$ cat src/rtl/ascon_block_packer.sv
// Byte-stream to rate-block packer for the ASCON core: packs 8/16-byte blocks
// MSB-first, applies 10* padding and flags the final and pad-only blocks.
module ascon_block_packer (
  input  logic         clk,
  input  logic         rstn,
  input  logic         mode,
  input  logic         in_valid,
  output logic         in_ready,
  input  logic [7:0]   in_byte,
  input  logic         in_last,
  input  logic         in_empty,
  output logic         blk_valid,
  input  logic         blk_ready,
  output logic [127:0] blk_data,
  output logic [4:0]   blk_nbytes,
  output logic         blk_last,
  output logic         blk_pad_only
);

  typedef enum logic [0:0] {StFill, StOut} state_e;

  state_e         state_q, state_d;
  logic [3:0]     cnt_q, cnt_d;
  logic           mode_q, mode_d;
  logic [127:0]   buf_q, buf_d;
  logic [4:0]     nbytes_q, nbytes_d;
  logic           last_q, last_d;
  logic           pad_only_q, pad_only_d;
  logic           pend_pad_q, pend_pad_d;

  logic           cur_mode;
  logic [3:0]     pos, pos_nxt;
  logic           blk_full;

  function automatic logic [127:0] pad_block(input logic m);
    return m ? {8'h80, 120'h0} : {64'h0, 8'h80, 56'h0};
  endfunction

  // Mode is only sampled on the first byte of a block; afterwards the latched copy rules.
  assign cur_mode = (cnt_q == 4'd0) ? mode : mode_q;
  // Byte position counted from the MSB of the 128-bit field; mode 0 uses the low half.
  assign pos      = cur_mode ? cnt_q : cnt_q + 4'd8;
  assign pos_nxt  = pos + 4'd1;
  assign blk_full = (cnt_q == (cur_mode ? 4'd15 : 4'd7));

  always_ff @(posedge clk or negedge rstn) begin
    if (!rstn) begin
      state_q    <= StFill;
      cnt_q      <= 4'd0;
      mode_q     <= 1'b0;
      buf_q      <= '0;
      nbytes_q   <= 5'd0;
      last_q     <= 1'b0;
      pad_only_q <= 1'b0;
      pend_pad_q <= 1'b0;
    end else begin
      state_q    <= state_d;
      cnt_q      <= cnt_d;
      mode_q     <= mode_d;
      buf_q      <= buf_d;
      nbytes_q   <= nbytes_d;
      last_q     <= last_d;
      pad_only_q <= pad_only_d;
      pend_pad_q <= pend_pad_d;
    end
  end

  always_comb begin
    state_d    = state_q;
    cnt_d      = cnt_q;
    mode_d     = mode_q;
    buf_d      = buf_q;
    nbytes_d   = nbytes_q;
    last_d     = last_q;
    pad_only_d = pad_only_q;
    pend_pad_d = pend_pad_q;
    unique case (state_q)
      StFill: begin
        if (in_valid) begin
          mode_d = cur_mode;
          if (in_empty) begin
            buf_d      = pad_block(cur_mode);
            nbytes_d   = 5'd0;
            last_d     = 1'b1;
            pad_only_d = 1'b1;
            state_d    = StOut;
          end else begin
            buf_d[{~pos, 3'b000} +: 8] = in_byte;
            if (blk_full) begin
              nbytes_d   = cur_mode ? 5'd16 : 5'd8;
              last_d     = 1'b0;
              pend_pad_d = in_last;
              state_d    = StOut;
            end else if (in_last) begin
              buf_d[{~pos_nxt, 3'b000} +: 8] = 8'h80;
              nbytes_d = {1'b0, cnt_q} + 5'd1;
              last_d   = 1'b1;
              state_d  = StOut;
            end else begin
              cnt_d = cnt_q + 4'd1;
            end
          end
        end
      end
      StOut: begin
        if (blk_ready) begin
          if (pend_pad_q) begin
            buf_d      = pad_block(mode_q);
            nbytes_d   = 5'd0;
            last_d     = 1'b1;
            pad_only_d = 1'b1;
            pend_pad_d = 1'b0;
          end else begin
            buf_d      = '0;
            cnt_d      = 4'd0;
            nbytes_d   = 5'd0;
            last_d     = 1'b0;
            pad_only_d = 1'b0;
            state_d    = StFill;
          end
        end
      end
      default: state_d = StFill;
    endcase
  end

  always_comb begin
    in_ready     = (state_q == StFill);
    blk_valid    = (state_q == StOut);
    blk_data     = buf_q;
    blk_nbytes   = nbytes_q;
    blk_last     = last_q;
    blk_pad_only = pad_only_q;
  end

endmodule

$ cat config.mk
export PLATFORM = sky130hd
export DESIGN_NAME = ascon_block_packer
export DESIGN_NICKNAME = d
export VERILOG_FILES = /design/src/rtl/ascon_block_packer.sv
export SDC_FILE = /design/constraint.sdc
export NUM_CORES = 1
export LEC_CHECK = 0
export BUFFER_PORTS_ARGS = -buffer_cell sky130_fd_sc_hd__buf_2
export CAP_MARGIN = 0
export CORE_UTILIZATION = 59
export CTS_CLUSTER_SIZE = 20
export DETAILED_ROUTE_END_ITERATION = 16
export PLACE_DENSITY = 0.82
export SYNTH_ARGS = -nofsm -noshare
export SYNTH_HDL_FRONTEND = slang
export SYNTH_SLANG_ARGS = --single-unit
$ cat constraint.sdc
create_clock -name clk -period 5.7 [get_ports clk]
set_input_delay 0.855 -clock clk [delete_from_list [all_inputs] [get_ports clk]]
set_output_delay 0.855 -clock clk [all_outputs]
set_load 0.01 [all_outputs]
=== Word level (Yosys, flattened, before mapping) ===
Index checks and enable logic that the tools add are counted.

* Bits in registers: 142
* Bits in latches: 0
* Memory bits (writable): 0
* ROM bits: 0
* Bits of input ports: 15
* Output and inout port bits: 137
* Word-level logic and storage cells: 87
* Memories kept: 0

* Add/sub/neg operators: 6
* Multiply operators: 0
* Div/mod/pow operators: 0
* Order comparisons: 0
* Eq/ne operators: 10
* Shift-type cells: 4
* Multiplexer cells: 49
* Bitwise operators: 3
* Reductions and logical operators: 7

{| class="wikitable"
|+ Operators with widths
! kind !! count
|-
| $mux 128 || 8
|-
| $bwmux 128 || 2
|-
| $pmux 128 s2 || 1
|-
| $shift 8x9->128 const A || 2
|-
| $shiftx 8x9->128 || 1
|-
| $shiftx 8x9->128 const A || 1
|-
| $mux 4 || 8
|-
| $mux 5 || 6
|-
| $mux 1 || 18
|-
| $neg 7->9 || 2
|-
| $ne 2x2->1 const B || 6
|-
| $pmux 5 s2 || 1
|-
| $add 4x1->4 const B || 2
|-
| $not 4->4 || 2
|-
| $pmux 1 s2 || 4
|-
| $pmux 4 s2 || 1
|-
| $reduce_and 3->1 || 2
|-
| $reduce_and 6->1 || 1
|-
| $add 4x1->5 const B || 1
|-
| $add 4x4->4 const B || 1
|-
| $eq 4x4->1 || 1
|-
| $logic_not 4->1 || 1
|-
| $ne 2x1->1 const B || 2
|-
| $ne 4x1->1 const B || 1
|-
| 3 further kinds || 4
|}

=== Longest topological paths before layout ===
* Word-level depth: 13
* Mapped depth: 13
* Depth with buffers taken out: 8

=== Least setup slack after synthesis ===
No wires, ideal clock.

* Path type: reg2reg
* From: reg cnt_q[0]
* To: reg buf_q[64] (netlist: blk_data[64])
* Setup time: 0.125 ns
* Data arrival time: 2.729 ns
* Data required time: 5.575 ns
* Setup slack: 2.846 ns
* Stages on the path, launching flop included: 14
* Path buffers: 5
* Period minus slack after synthesis: 2.854 ns
* Path through: dfrtp_1 -> clkbuf_1 -> inv_1 -> ha_1 -> buf_2 -> nand2b_1 -> a211o_1 -> buf_6 -> o32a_2 -> a31oi_4 -> buf_6 -> buf_8 -> and3_4 -> o21ai_2

* Cells in the longest elaborated chain, start to end: 13
* Elaborated cells between the ends (all ways): 22
* Those cells by class: 4 x add/sub; 1 x eq/ne; 4 x shift; 10 x mux; 2 x bitwise; 1 x reduce/logical

{| class="wikitable"
|+ RTL lines
! what !! RTL line !! RTL
|-
| start, declared || 23 || <nowiki>logic [3:0] cnt_q, cnt_d;</nowiki>
|-
| start signal, assigned || 58 || <nowiki>cnt_q <= cnt_d;</nowiki>
|-
| branches (longest 9 deep; another with $neg 7->9) || - ||
|-
| $mux 128 * || 89 || <nowiki>if (blk_full) begin</nowiki>
|-
| $mux 128 * || 81 || <nowiki>if (in_empty) begin</nowiki>
|-
| $mux 128 * || 79 || <nowiki>if (in_valid) begin</nowiki>
|-
| $pmux 128 s2 * || 77 || <nowiki>unique case (state_q)</nowiki>
|-
| end signal, assigned || 60 || <nowiki>buf_q <= buf_d;</nowiki>
|-
| end, declared || 25 || <nowiki>logic [127:0] buf_q, buf_d;</nowiki>
|}

Every way passes the cells marked *. The select of a mux whose other input is x is not followed.
A chain may end at the register's enable or synchronous reset.

=== Worst setup path after layout ===
* From: reg cnt_q[0]
* To: reg buf_q[99] (netlist: blk_data[99])

Same word-level chain as after synthesis.

==> out/metrics.yaml <==
synth.top_cell.area_share: 0.527
rsz0062_at_grt: "no"
synth_edf_count: 0
max-clock-path-buffers: 2
drc: 0
finalWeightedCongestion: 0.973
period_share: 0.706
finalHoldViolations: 0
slew_viol_final: 0
core-area_um2: 11000
hp-class: "in2async"
synth.largest_area_cell: "dfrtp_1"
drt_iter0_markers: 550
htreeDepth: 4
grtUsageTotal: 0.341
fmax_mhz: 249
ctsResizeCount: 0
clockRootBuffer: "clkbuf_16"
power.leakage_uw: 0.00397
port_buffers: 151
startpoint_type: "register"
crit_arrival_ns: 4.37
numCtsBuffers: 17
powerDensity_nw_per_um2: 431
ys_top_cells_by_count: "dfrtp_1 (142), a22o_1 (79), nand2_1 (33)"
status: "finished, final reports clean"
worst_pin_slew_ns: 1.41
place_hpwl_um: 13000
synth-seq-area-share: 0.527
routedWlPerCell_um: 22.3
vias: 5805
placed_cell_area_um2: 7560
max_slew_margin: 0.0529
ys_async_sr_fraction: 1.00
syn_nets: 599
drive_above_1_share: 0.318
antenna-diode-count: 0
drv_cap: 0
synth_flop_cell: "dfrtp_1"
clkSinkCount: 142
nets: 740
synth_area_um2: 6740
postCtsHoldBufs: 0
synthCells: 578
clk_pin_slew_worst_paths_ns: 0.06
postSynthAreaPerCell_um2: 11.7
core.rowCount: 38
grt_pass1_vias: 5694
max-vdd-ir-drop_mv: 0.252
worstPathMaxFanout: 15
ys_ff_latch: 142
drt_wl_total_um: 19400
grt_max_degree: 86
detail-route-antenna-nets: 0
detail_route.first_pass.iterations: 6
finalSetupTns_ns: 0
crit_required_ns: 6.05
skew_ns: 0.00564
fin_area_um2: 8110
setup_viol: 0
yosysWarnings: 0
synth.most_common_cell: "dfrtp_1"
grt_first_pass_wirelength_um: 30500
post_drt_via_cell_ratio: 6.67
clk_latency_ns: 0.42
cts_tree: "yes"
area_growth_pct: 20.4
end_kind: "register"
die_h_um: 109
postCtsSetupRepairBufs: 0
initial_core_util: 0.613
die_w_um: 109
synth_cell_types: 77
critical_path_class: "reg2reg"
synth_area_leaders: "dfrtp_1 (53%), a22o_1 (10%), o2bb2ai_1 (2.3%)"
die_area_um2: 11900
grt_remaining_overflow: 0
whs_ns: 0.488
io_pins: 152
antenna_found_initial: 0
fin_crit_ns: 4.02
## flip-flops by register name, indices dropped and copies added (netlist names)
signal	cells
blk_data	128
blk_nbytes	5
cnt_q	4
blk_last	1
blk_pad_only	1
blk_valid	1
mode_q	1
pend_pad_q	1
## worst paths after layout
| kind | start | slack, ns | depth (start not counted) | endpoint |
|---|---|---|---|---|
| setup / recovery | cnt_q[0] | 1.68 | 8 | blk_data[99] |
| hold / removal | rstn | 0.49 | 1 | blk_data[104] |
| setup reg to reg | cnt_q[0] | 1.68 | 8 | blk_data[99] |
| hold reg to reg | blk_data[39] | 0.49 | 1 | blk_data[39] |
| max in group asynchronous | rstn | 3.98 | 2 | blk_data[25] |
| min in group clk | blk_data[39] | 0.49 | 1 | blk_data[39] |
## placed cells by master, fill, tap and decap left out, types with 7 or more instances in the layout
cell type,count
a21oi_1,18
a22o_1,79
a32o_1,8
a32oi_1,8
buf_2,150
buf_4,8
clkbuf_16,17
dfrtp_1,142
inv_1,20
nand2_1,33
nand2b_1,10
nand3_1,18
nor2_1,18
nor3_1,7
o21ai_0,24
o21ai_2,7
o22ai_1,12
o2bb2ai_1,18
## cell type report
cell class	count	area (µm²)
Timing Repair Buffer	159	822
Sequential cell	142	3550
Multi-Input combinational cell	379	2940
Tap cell	140	175
Fill cell	775	2870
Inverter	20	75.1
Clock buffer	19	453
Clock inverter	11	93.8
## per-stage QoR
step | power (µW) | cells | utilization | worst slack, ns
5_1_grt | 3650 | 870 | 0.738 | 1.54
3_3_place_gp | 2410 | 840 | 0.689 | 2.04
4_1_cts | 3480 | 870 | 0.738 | 1.77
3_5_place_dp | 2440 | 840 | 0.689 | 1.89
2_1_floorplan | 2110 | 578 | - | 2.85
6_report | 3500 | 870 | 0.738 | 1.68
## critical path, cell delays in order, from the launching register on
cell	delay, ns
dfrtp_1	0.61
inv_1	0.20
ha_1	0.47
nor2b_1	0.25
a21o_1	0.29
xnor2_1	1.10
nor2_1	0.23
o31ai_2	0.56
a22o_1	0.23
## where the power goes
part           internal, µW  switching [µW]
clock                   614             417
combinational           375             875
sequential             1100             116
total                  2090            1410
## cells by family after synthesis
logic type	Yosys count	synth area share
AOI/OAI and AO/OA	232	0.295
DFF	142	0.527
and+or+nand+nor	124	0.101
buffers and inverters	57	0.0373
xor gates and xnor gates	9	0.0156
muxes	8	0.0124
adders and majority gates	6	0.0111
## routing by layer
metal / global-route usage / wire, µm / vias to the layer above
li1: - / - / 2511
met1: 0.455 / 8010 / 2901
met4: 0.151 / 522 / 0
met2: 0.537 / 9330 / 344
met5: 0 / 0 / -
met3: 0.0723 / 1530 / 49
Power figures use the tool's default switching activity.
